[src/rtl/wide_alu_reg_initiator_if.sv]
// Register bus between the wide-ALU initiator (master) and the ALU register-file target (slave).
interface wide_alu_reg_initiator_if #(
  parameter int AW = 32,
  parameter int DW = 32
);
  logic [AW-1:0]   req_addr;
  logic            req_write;
  logic [DW-1:0]   req_wdata;
  logic [DW/8-1:0] req_wstrb;
  logic            req_valid;
  logic [DW-1:0]   rsp_rdata;
  logic            rsp_error;
  logic            rsp_ready;

  modport master (
    output req_addr, req_write, req_wdata, req_wstrb, req_valid,
    input  rsp_rdata, rsp_error, rsp_ready
  );

  modport slave (
    input  req_addr, req_write, req_wdata, req_wstrb, req_valid,
    output rsp_rdata, rsp_error, rsp_ready
  );
endinterface

[src/rtl/wide_alu_reg_initiator.sv]
// Register-bus initiator: loads wide-ALU operands, triggers, polls STATUS and reads back the
// double-width result, reporting a 2-bit error code to the local client.
module wide_alu_reg_initiator #(
  parameter int            ALU_WIDTH  = 256,
  parameter int            DW         = 32,
  parameter int            AW         = 32,
  parameter logic [AW-1:0] BASE_ADDR  = AW'(32'h0000_0000),
  parameter logic [AW-1:0] OP_A_OFS   = AW'(32'h0000_0000),
  parameter logic [AW-1:0] OP_B_OFS   = AW'(32'h0000_0020),
  parameter logic [AW-1:0] RESULT_OFS = AW'(32'h0000_0040),
  parameter logic [AW-1:0] CTRL1_OFS  = AW'(32'h0000_0080),
  parameter logic [AW-1:0] CTRL2_OFS  = AW'(32'h0000_0084),
  parameter logic [AW-1:0] STATUS_OFS = AW'(32'h0000_0088),
  parameter int            POLL_MAX   = 1024
) (
  input  logic                   clk_i,
  input  logic                   rst_ni,
  input  logic                   job_valid_i,
  output logic                   job_ready_o,
  input  logic [ALU_WIDTH-1:0]   op_a_i,
  input  logic [ALU_WIDTH-1:0]   op_b_i,
  input  logic [2:0]             opsel_i,
  input  logic [3:0]             delay_i,
  output logic                   res_valid_o,
  input  logic                   res_ready_i,
  output logic [2*ALU_WIDTH-1:0] result_o,
  output logic [1:0]             err_o,
  output logic                   busy_o,
  wide_alu_reg_initiator_if.master bus
);
  localparam int N  = ALU_WIDTH / DW;
  localparam int IW = $clog2(2 * N) + 1;
  localparam int PW = $clog2(POLL_MAX + 1);

  localparam logic [1:0] ERR_OK      = 2'd0;
  localparam logic [1:0] ERR_BUS     = 2'd1;
  localparam logic [1:0] ERR_ALU     = 2'd2;
  localparam logic [1:0] ERR_TIMEOUT = 2'd3;

  typedef enum logic [3:0] {
    IDLE     = 4'd0,
    WR_A     = 4'd1,
    WR_B     = 4'd2,
    WR_CTRL2 = 4'd3,
    TRIG     = 4'd4,
    POLL     = 4'd5,
    RD_RES   = 4'd6,
    CLR_ERR  = 4'd7,
    DONE     = 4'd8
  } state_t;

  function automatic logic [AW-1:0] word_addr(input logic [AW-1:0] ofs, input logic [IW-1:0] idx);
    return BASE_ADDR + ofs + AW'({idx, 2'b00});
  endfunction

  state_t                 state_r, state_s;
  logic [IW-1:0]          idx_r, idx_s, nidx_s;
  logic [PW-1:0]          poll_r, poll_s, poll_nxt_s;
  logic [ALU_WIDTH-1:0]   op_a_r, op_a_s, op_b_r, op_b_s;
  logic [2:0]             opsel_r, opsel_s;
  logic [3:0]             delay_r, delay_s;
  logic [2*ALU_WIDTH-1:0] result_r, result_s;
  logic [1:0]             err_r, err_s;
  logic [AW-1:0]          req_addr_r, req_addr_s, addr_s;
  logic [DW-1:0]          req_wdata_r, req_wdata_s, wdata_s;
  logic [DW/8-1:0]        req_wstrb_r, req_wstrb_s;
  logic                   req_write_r, req_write_s, req_valid_r, req_valid_s;
  logic                   res_valid_r, res_valid_s, busy_r, busy_s, job_ready_r, job_ready_s;
  logic                   xfer_s, load_s, issue_s, wr_s;

  assign xfer_s     = req_valid_r & bus.rsp_ready;
  assign nidx_s     = idx_r + IW'(1'b1);
  assign poll_nxt_s = poll_r + PW'(1'b1);

  // Next-state, next-request and result/error update for the job sequencer.
  always_comb begin
    state_s  = state_r;
    idx_s    = idx_r;
    poll_s   = poll_r;
    op_a_s   = op_a_r;
    op_b_s   = op_b_r;
    opsel_s  = opsel_r;
    delay_s  = delay_r;
    result_s = result_r;
    err_s    = err_r;
    load_s   = 1'b0;
    issue_s  = 1'b0;
    wr_s     = 1'b0;
    addr_s   = '0;
    wdata_s  = '0;

    if (state_r == IDLE) begin
      if (job_valid_i) begin
        op_a_s   = op_a_i;
        op_b_s   = op_b_i;
        opsel_s  = opsel_i;
        delay_s  = delay_i;
        result_s = '0;
        err_s    = ERR_OK;
        idx_s    = '0;
        state_s  = WR_A;
        load_s   = 1'b1;
        issue_s  = 1'b1;
        wr_s     = 1'b1;
        addr_s   = word_addr(OP_A_OFS, '0);
        wdata_s  = op_a_i[DW-1:0];
      end else begin
        state_s = IDLE;
      end
    end else if (state_r == DONE) begin
      if (res_ready_i) begin
        state_s = IDLE;
      end else begin
        state_s = DONE;
      end
    end else if (!xfer_s) begin
      state_s = state_r;
    end else if (bus.rsp_error && (state_r != CLR_ERR)) begin
      // A failing clear-error write must not overwrite the ALU error code.
      state_s = DONE;
      err_s   = ERR_BUS;
      load_s  = 1'b1;
    end else begin
      load_s = 1'b1;
      case (state_r)
        WR_A: begin
          issue_s = 1'b1;
          wr_s    = 1'b1;
          if (idx_r == IW'(N - 1)) begin
            state_s = WR_B;
            idx_s   = '0;
            addr_s  = word_addr(OP_B_OFS, '0);
            wdata_s = op_b_r[DW-1:0];
          end else begin
            idx_s   = nidx_s;
            addr_s  = word_addr(OP_A_OFS, nidx_s);
            wdata_s = op_a_r[nidx_s*DW +: DW];
          end
        end
        WR_B: begin
          issue_s = 1'b1;
          wr_s    = 1'b1;
          if (idx_r == IW'(N - 1)) begin
            state_s = WR_CTRL2;
            idx_s   = '0;
            addr_s  = CTRL2_OFS + BASE_ADDR;
            wdata_s = DW'({delay_r, 5'b00000, opsel_r});
          end else begin
            idx_s   = nidx_s;
            addr_s  = word_addr(OP_B_OFS, nidx_s);
            wdata_s = op_b_r[nidx_s*DW +: DW];
          end
        end
        WR_CTRL2: begin
          state_s = TRIG;
          issue_s = 1'b1;
          wr_s    = 1'b1;
          addr_s  = CTRL1_OFS + BASE_ADDR;
          wdata_s = DW'(1'b1);
        end
        TRIG: begin
          state_s = POLL;
          poll_s  = '0;
          issue_s = 1'b1;
          addr_s  = STATUS_OFS + BASE_ADDR;
        end
        POLL: begin
          if (bus.rsp_rdata[1]) begin
            state_s = CLR_ERR;
            err_s   = ERR_ALU;
            issue_s = 1'b1;
            wr_s    = 1'b1;
            addr_s  = CTRL1_OFS + BASE_ADDR;
            wdata_s = DW'(2'b10);
          end else if (bus.rsp_rdata[0] && (poll_nxt_s == PW'(POLL_MAX))) begin
            state_s = DONE;
            err_s   = ERR_TIMEOUT;
          end else if (bus.rsp_rdata[0]) begin
            poll_s  = poll_nxt_s;
            issue_s = 1'b1;
            addr_s  = STATUS_OFS + BASE_ADDR;
          end else begin
            state_s = RD_RES;
            idx_s   = '0;
            issue_s = 1'b1;
            addr_s  = word_addr(RESULT_OFS, '0);
          end
        end
        RD_RES: begin
          result_s[idx_r*DW +: DW] = bus.rsp_rdata;
          if (idx_r == IW'(2 * N - 1)) begin
            state_s = DONE;
            err_s   = ERR_OK;
          end else begin
            idx_s   = nidx_s;
            issue_s = 1'b1;
            addr_s  = word_addr(RESULT_OFS, nidx_s);
          end
        end
        CLR_ERR: begin
          state_s = DONE;
        end
        default: begin
          state_s = IDLE;
        end
      endcase
    end

    if (load_s) begin
      req_valid_s = issue_s;
      req_write_s = issue_s & wr_s;
      req_addr_s  = addr_s;
      req_wdata_s = wdata_s;
      req_wstrb_s = {(DW/8){issue_s & wr_s}};
    end else begin
      req_valid_s = req_valid_r;
      req_write_s = req_write_r;
      req_addr_s  = req_addr_r;
      req_wdata_s = req_wdata_r;
      req_wstrb_s = req_wstrb_r;
    end

    res_valid_s = (state_s == DONE);
    busy_s      = (state_s != IDLE);
    job_ready_s = (state_s == IDLE);
  end

  // State, job context, request and client-side output registers.
  always_ff @(posedge clk_i or negedge rst_ni) begin
    if (!rst_ni) begin
      state_r     <= IDLE;
      idx_r       <= '0;
      poll_r      <= '0;
      op_a_r      <= '0;
      op_b_r      <= '0;
      opsel_r     <= 3'd0;
      delay_r     <= 4'd0;
      result_r    <= '0;
      err_r       <= ERR_OK;
      req_valid_r <= 1'b0;
      req_write_r <= 1'b0;
      req_addr_r  <= '0;
      req_wdata_r <= '0;
      req_wstrb_r <= '0;
      res_valid_r <= 1'b0;
      busy_r      <= 1'b0;
      job_ready_r <= 1'b1;
    end else begin
      state_r     <= state_s;
      idx_r       <= idx_s;
      poll_r      <= poll_s;
      op_a_r      <= op_a_s;
      op_b_r      <= op_b_s;
      opsel_r     <= opsel_s;
      delay_r     <= delay_s;
      result_r    <= result_s;
      err_r       <= err_s;
      req_valid_r <= req_valid_s;
      req_write_r <= req_write_s;
      req_addr_r  <= req_addr_s;
      req_wdata_r <= req_wdata_s;
      req_wstrb_r <= req_wstrb_s;
      res_valid_r <= res_valid_s;
      busy_r      <= busy_s;
      job_ready_r <= job_ready_s;
    end
  end

  assign job_ready_o   = job_ready_r;
  assign res_valid_o   = res_valid_r;
  assign busy_o        = busy_r;
  assign result_o      = result_r;
  assign err_o         = err_r;
  assign bus.req_valid = req_valid_r;
  assign bus.req_write = req_write_r;
  assign bus.req_addr  = req_addr_r;
  assign bus.req_wdata = req_wdata_r;
  assign bus.req_wstrb = req_wstrb_r;
endmodule

[src/flat_wrapper.sv]
// flat-port wrapper written by rule: the top's interface ports become plain ports
module wide_alu_reg_initiator_flat 
#(
  parameter int            ALU_WIDTH  = 256,
  parameter int            DW         = 32,
  parameter int            AW         = 32,
  parameter logic [AW-1:0] BASE_ADDR  = AW'(32'h0000_0000),
  parameter logic [AW-1:0] OP_A_OFS   = AW'(32'h0000_0000),
  parameter logic [AW-1:0] OP_B_OFS   = AW'(32'h0000_0020),
  parameter logic [AW-1:0] RESULT_OFS = AW'(32'h0000_0040),
  parameter logic [AW-1:0] CTRL1_OFS  = AW'(32'h0000_0080),
  parameter logic [AW-1:0] CTRL2_OFS  = AW'(32'h0000_0084),
  parameter logic [AW-1:0] STATUS_OFS = AW'(32'h0000_0088),
  parameter int            POLL_MAX   = 1024
)
  (clk_i, rst_ni, job_valid_i, job_ready_o, op_a_i, op_b_i, opsel_i, delay_i, res_valid_o, res_ready_i, result_o, err_o, busy_o, bus_req_addr, bus_req_write, bus_req_wdata, bus_req_wstrb, bus_req_valid, bus_rsp_rdata, bus_rsp_error, bus_rsp_ready);
  wide_alu_reg_initiator_if #(.AW(AW), .DW(DW)) bus_i ();
  input  logic clk_i;
  input  logic rst_ni;
  input  logic job_valid_i;
  output logic job_ready_o;
  input  logic [ALU_WIDTH-1:0] op_a_i;
  input  logic [ALU_WIDTH-1:0] op_b_i;
  input  logic [2:0] opsel_i;
  input  logic [3:0] delay_i;
  output logic res_valid_o;
  input  logic res_ready_i;
  output logic [2*ALU_WIDTH-1:0] result_o;
  output logic [1:0] err_o;
  output logic busy_o;
  output wire logic [$bits(bus_i.req_addr)-1:0] bus_req_addr;
  output wire logic [$bits(bus_i.req_write)-1:0] bus_req_write;
  output wire logic [$bits(bus_i.req_wdata)-1:0] bus_req_wdata;
  output wire logic [$bits(bus_i.req_wstrb)-1:0] bus_req_wstrb;
  output wire logic [$bits(bus_i.req_valid)-1:0] bus_req_valid;
  input wire logic [$bits(bus_i.rsp_rdata)-1:0] bus_rsp_rdata;
  input wire logic [$bits(bus_i.rsp_error)-1:0] bus_rsp_error;
  input wire logic [$bits(bus_i.rsp_ready)-1:0] bus_rsp_ready;
  assign bus_req_addr = bus_i.req_addr;
  assign bus_req_write = bus_i.req_write;
  assign bus_req_wdata = bus_i.req_wdata;
  assign bus_req_wstrb = bus_i.req_wstrb;
  assign bus_req_valid = bus_i.req_valid;
  assign bus_i.rsp_rdata = bus_rsp_rdata;
  assign bus_i.rsp_error = bus_rsp_error;
  assign bus_i.rsp_ready = bus_rsp_ready;
  wide_alu_reg_initiator #(.ALU_WIDTH(ALU_WIDTH), .DW(DW), .AW(AW), .BASE_ADDR(BASE_ADDR), .OP_A_OFS(OP_A_OFS), .OP_B_OFS(OP_B_OFS), .RESULT_OFS(RESULT_OFS), .CTRL1_OFS(CTRL1_OFS), .CTRL2_OFS(CTRL2_OFS), .STATUS_OFS(STATUS_OFS), .POLL_MAX(POLL_MAX)) u_core (.clk_i(clk_i), .rst_ni(rst_ni), .job_valid_i(job_valid_i), .job_ready_o(job_ready_o), .op_a_i(op_a_i), .op_b_i(op_b_i), .opsel_i(opsel_i), .delay_i(delay_i), .res_valid_o(res_valid_o), .res_ready_i(res_ready_i), .result_o(result_o), .err_o(err_o), .busy_o(busy_o), .bus(bus_i));
endmodule
[config.mk]
export PLATFORM = sky130hd
export DESIGN_NAME = wide_alu_reg_initiator_flat
export DESIGN_NICKNAME = d
export VERILOG_FILES = /design/src/rtl/wide_alu_reg_initiator_if.sv /design/src/rtl/wide_alu_reg_initiator.sv /design/src/flat_wrapper.sv
export SDC_FILE = /design/constraint.sdc
export NUM_CORES = 2
export LEC_CHECK = 0
export BUFFER_PORTS_ARGS = -buffer_cell sky130_fd_sc_hd__buf_2
export CAP_MARGIN = 20
export CORE_AREA = 2 2 449 451
export DETAILED_ROUTE_END_ITERATION = 10
export DIE_AREA = 0 0 451 453
export RECOVER_POWER = 25
export SLEW_MARGIN = 20
export SYNTH_ARGS = -nofsm -noshare
export SYNTH_HDL_FRONTEND = slang
export SYNTH_SLANG_ARGS = --single-unit
[constraint.sdc]
create_clock -name clk_i -period 8.15 [get_ports clk_i]
set_input_delay 2.445 -clock clk_i [delete_from_list [all_inputs] [get_ports clk_i]]
set_output_delay 2.445 -clock clk_i [all_outputs]
set_load 0.02 [all_outputs]
==> impl_metrics.tcl <==
set metrics [dict create \
    status "complete, but fails checks" \
    violations "capacitance limit, slew limit" \
    post_cts_buffers 0 \
    arrival_ns 6.26 \
    hpwlAfterDp_um 146200 \
    cts_tree "yes" \
    layout_min_cycle_time_ns 5.820 \
    track_usage 0.1905 \
    detail-route-antenna-nets 0 \
    ioPinCount 1144 \
    vias 38422 \
    grt_max_degree 232 \
    grt_first_pass_wirelength_um 281900 \
    p_sw_mw 8.984 \
    cts_buffer_depth 3 \
    fill_cells 20875 \
    cp-startpoint "rst_ni" \
    path_cells "clkbuf_1, clkbuf_1" \
    crit_buf_inv 2 \
    clk_pin_slew_worst_paths_ns 0.06 \
    hold_path.class "register to register" \
    final_nets 6019 \
    ys_seq_area_frac 0.5970 \
    ctsRootBufferMaster "clkbuf_16" \
    cp.required_ns 8.59 \
    async_flop_share 1.000 \
    leakage_nw 30.07 \
    fmax_ghz 0.1718 \
    seq_area_um2 27430 \
    drive_gt1_frac 0.2786 \
    syn_to_final_growth_pct 27.27 \
    endpoint_kind "asynchronous set/reset pin" \
    combPwrFrac 0.375 \
    drc_errors 0 \
    p_int_mw 13.00 \
    grt_pass1_vias 38423 \
    multi_input_area_um2 17210 \
    cp_top_family "buffers and inverters" \
    die_y_um 453 \
    skew_ns 0.04315 \
    routed.top_layer "met5" \
    post_cts_resized 0 \
    dp_slack_ns 2.852 \
    relSlewSlack -1.007 \
    worst_pin_slew_ns 3.011 \
    wl_met1_um 70600 \
    maxCapViolations 8 \
    gp_congestion 0.8744 \
    finalCritPeriodShare 0.7141 \
    critPathKind "input pin to asynchronous set/reset pin" \
    min_from "u_core.op_b_r[88]$_DFFE_PN0P_" \
    seq_power_share 0.364 \
    die_area_um2 204300 \
    syn-cell-area_um2 45950 \
    p_sw_frac 0.4086 \
    cts_hold_buf 0 \
    path_max_fanout 38 \
    rrSetupSlack_ns 3.72 \
    wl_met2_um 105000 \
    antenna_found_initial 62 \
    via_per_inst 4.660 \
    critical_path.slowest_cell "clkbuf_1" \
    drt_pass1_iterations 7 \
    drt-total-wl_um 200900 \
    synth_seq_cells 1096 \
    r2r_start "u_core.state_r[1]$_DFF_PN0_" \
    synth_edf_count 0 \
    finalSetupTns_ns 0 \
    slew_violations 355 \
    dr_wl_met3_um 12840 \
    start_util 0.2306 \
    io_buffer_count 1117 \
    synth_ff_type "dfrtp_1" \
    drt-initial-drc-count 3438 \
    cts_sinks 1096 \
    yosys_warnings 0 \
    cts.htree.levels 3 \
    crit_top_cell "clkbuf_1" \
    max-vdd-ir-drop_uv 413.8 \
    cpPeakStageDelay_ns 2.07 \
    cts_buffers 120 \
    gr-total-overflow 0 \
    core_um2 199200 \
    power_density_nw_per_um2 376.0 \
    clk_latency_ns 0.78 \
    wl_per_cell_um 24.37 \
    hold_viol 0 \
    yosysUniqueCellTypes 74 \
    setup_viol 0 \
    die_width_um 451 \
    final.setup.worst_slack_ns 2.330 \
    p_clk_frac 0.260 \
    worst_setup_path_start_kind "input pin" \
    syn-mean-instance-area_um2 10.24 \
    syn_inst 4487 \
    rsz0062_at_grt "no" \
    std_cell_rows 164 \
]
==> per-layer routing <==
| layer | vias up | GRT usage |
|---|---|---|
| met2 | 1656 | 0.3446 |
| met3 | 459 | 0.03908 |
| li1 | 17077 | - |
| met1 | 19190 | 0.2056 |
| met4 | 40 | 0.1094 |
| met5 | - | 0 |
==> Yosys cell counts (13+ instances only) <==
| library cell | instances | area (um^2) |
|---|---|---|
| a21oi_1 | 21 | 105.1 |
| a22o_1 | 278 | 2435 |
| a22oi_1 | 61 | 457.9 |
| buf_1 | 42 | 157.7 |
| buf_2 | 21 | 105.1 |
| buf_4 | 30 | 225.2 |
| clkbuf_1 | 271 | 1017 |
| dfrtp_1 | 1095 | 27400 |
| inv_1 | 13 | 48.80 |
| mux2i_1 | 34 | 340.3 |
| mux4_2 | 128 | 2883 |
| nand2_1 | 1951 | 7323 |
| nand2b_1 | 16 | 100.1 |
| nand3_1 | 16 | 80.08 |
| nor2_1 | 32 | 120.1 |
| o21ai_0 | 224 | 1121 |
| o21ai_1 | 33 | 165.2 |
| o221ai_1 | 31 | 271.5 |
| o2bb2ai_1 | 17 | 148.9 |
==> layout make-up <==
class / count / area share
Antenna cell: 40 / 0.001712
Clock buffer: 163 / 0.05788
Clock inverter: 53 / 0.01213
Inverter: 13 / 0.0008345
Multi-Input combinational cell: 3039 / 0.2943
Sequential cell: 1096 / 0.4691
Tap cell: 2656 / 0.05683
Timing Repair Buffer: 1185 / 0.1072
==> layout by cell type, fill, tap and decap left out, types with 31 or more instances in the layout <==
cell type / n
dfrtp_1: 1094
o221ai_1: 31
a22o_1: 278
buf_2: 1114
mux4_2: 128
mux2i_1: 34
diode_2: 40
buf_4: 42
clkbuf_1: 33
o21ai_0: 224
nand2_1: 1941
o21ai_1: 32
a22oi_1: 61
clkbuf_16: 120
==> flip-flops by register name (all words and copies together), names as in the netlist <==
signal and flops:
u_core.delay_r 4, u_core.poll_r 11, u_core.busy_o 1, u_core.bus.req_wstrb 1, u_core.idx_r 5, u_core.state_r 4
u_core.res_valid_o 1, u_core.job_ready_o 1, u_core.result_o 512, u_core.op_b_r 256, u_core.bus.req_addr 6, u_core.opsel_r 3
u_core.op_a_r 256, u_core.err_o 2, u_core.bus.req_valid 1, u_core.bus.req_wdata 32
==> worst paths after layout <==
check / endpoint / cells past startpoint
hold / removal: u_core.op_b_r[88]$_DFFE_PN0P_ / 2
setup / recovery: u_core.result_o[64]$_DFFE_PN0P_ / 2
min in group asynchronous: u_core.result_o[148]$_DFFE_PN0P_ / 1
hold reg to reg: u_core.op_b_r[88]$_DFFE_PN0P_ / 2
max in group clk_i: u_core.op_b_r[124]$_DFFE_PN0P_ / 6
setup reg to reg: u_core.op_b_r[124]$_DFFE_PN0P_ / 6
==> cells by family after synthesis <==
logic type                 after synthesis  synth area share
AOI/OAI and AO/OA                      729            0.1143
xor gates and xnor gates                 8          0.001525
adders and majority gates                7          0.001906
buffers and inverters                  377           0.03382
DFF                                   1096            0.5970
muxes                                  166           0.07113
other                                    1        0.00008162
and+or+nand+nor                       2103            0.1802
==> metrics by stage <==
stage | cell area [um^2] | utilization | std cells | hold slack [ns] | total power [mW]
after global routing | 58440 | 0.2933 | 8229 | 0.4844 | 23.31
after CTS | 58350 | 0.2928 | 8202 | 0.4722 | 22.38
after detailed placement | 54250 | 0.2723 | 7986 | 0.4573 | 16.57
after floorplan | 46040 | - | 4512 | 0.4403 | 12.88
final | 58480 | 0.2935 | 8245 | 0.4673 | 21.99
after global placement | 54230 | 0.2722 | 7985 | 0.4515 | 16.38
==> power by group through the flow <==
stage	Combinational (mW)	Clock, mW	Sequential [mW]
floorplan	4.91	0	7.96
global placement	8.38	0	8.01
detailed placement	8.49	0	8.08
CTS	8.52	5.86	7.99
global route	9.08	6.07	8.16
finish	8.25	5.72	8.01
No activity file was read; power rests on OpenSTA's default activity.
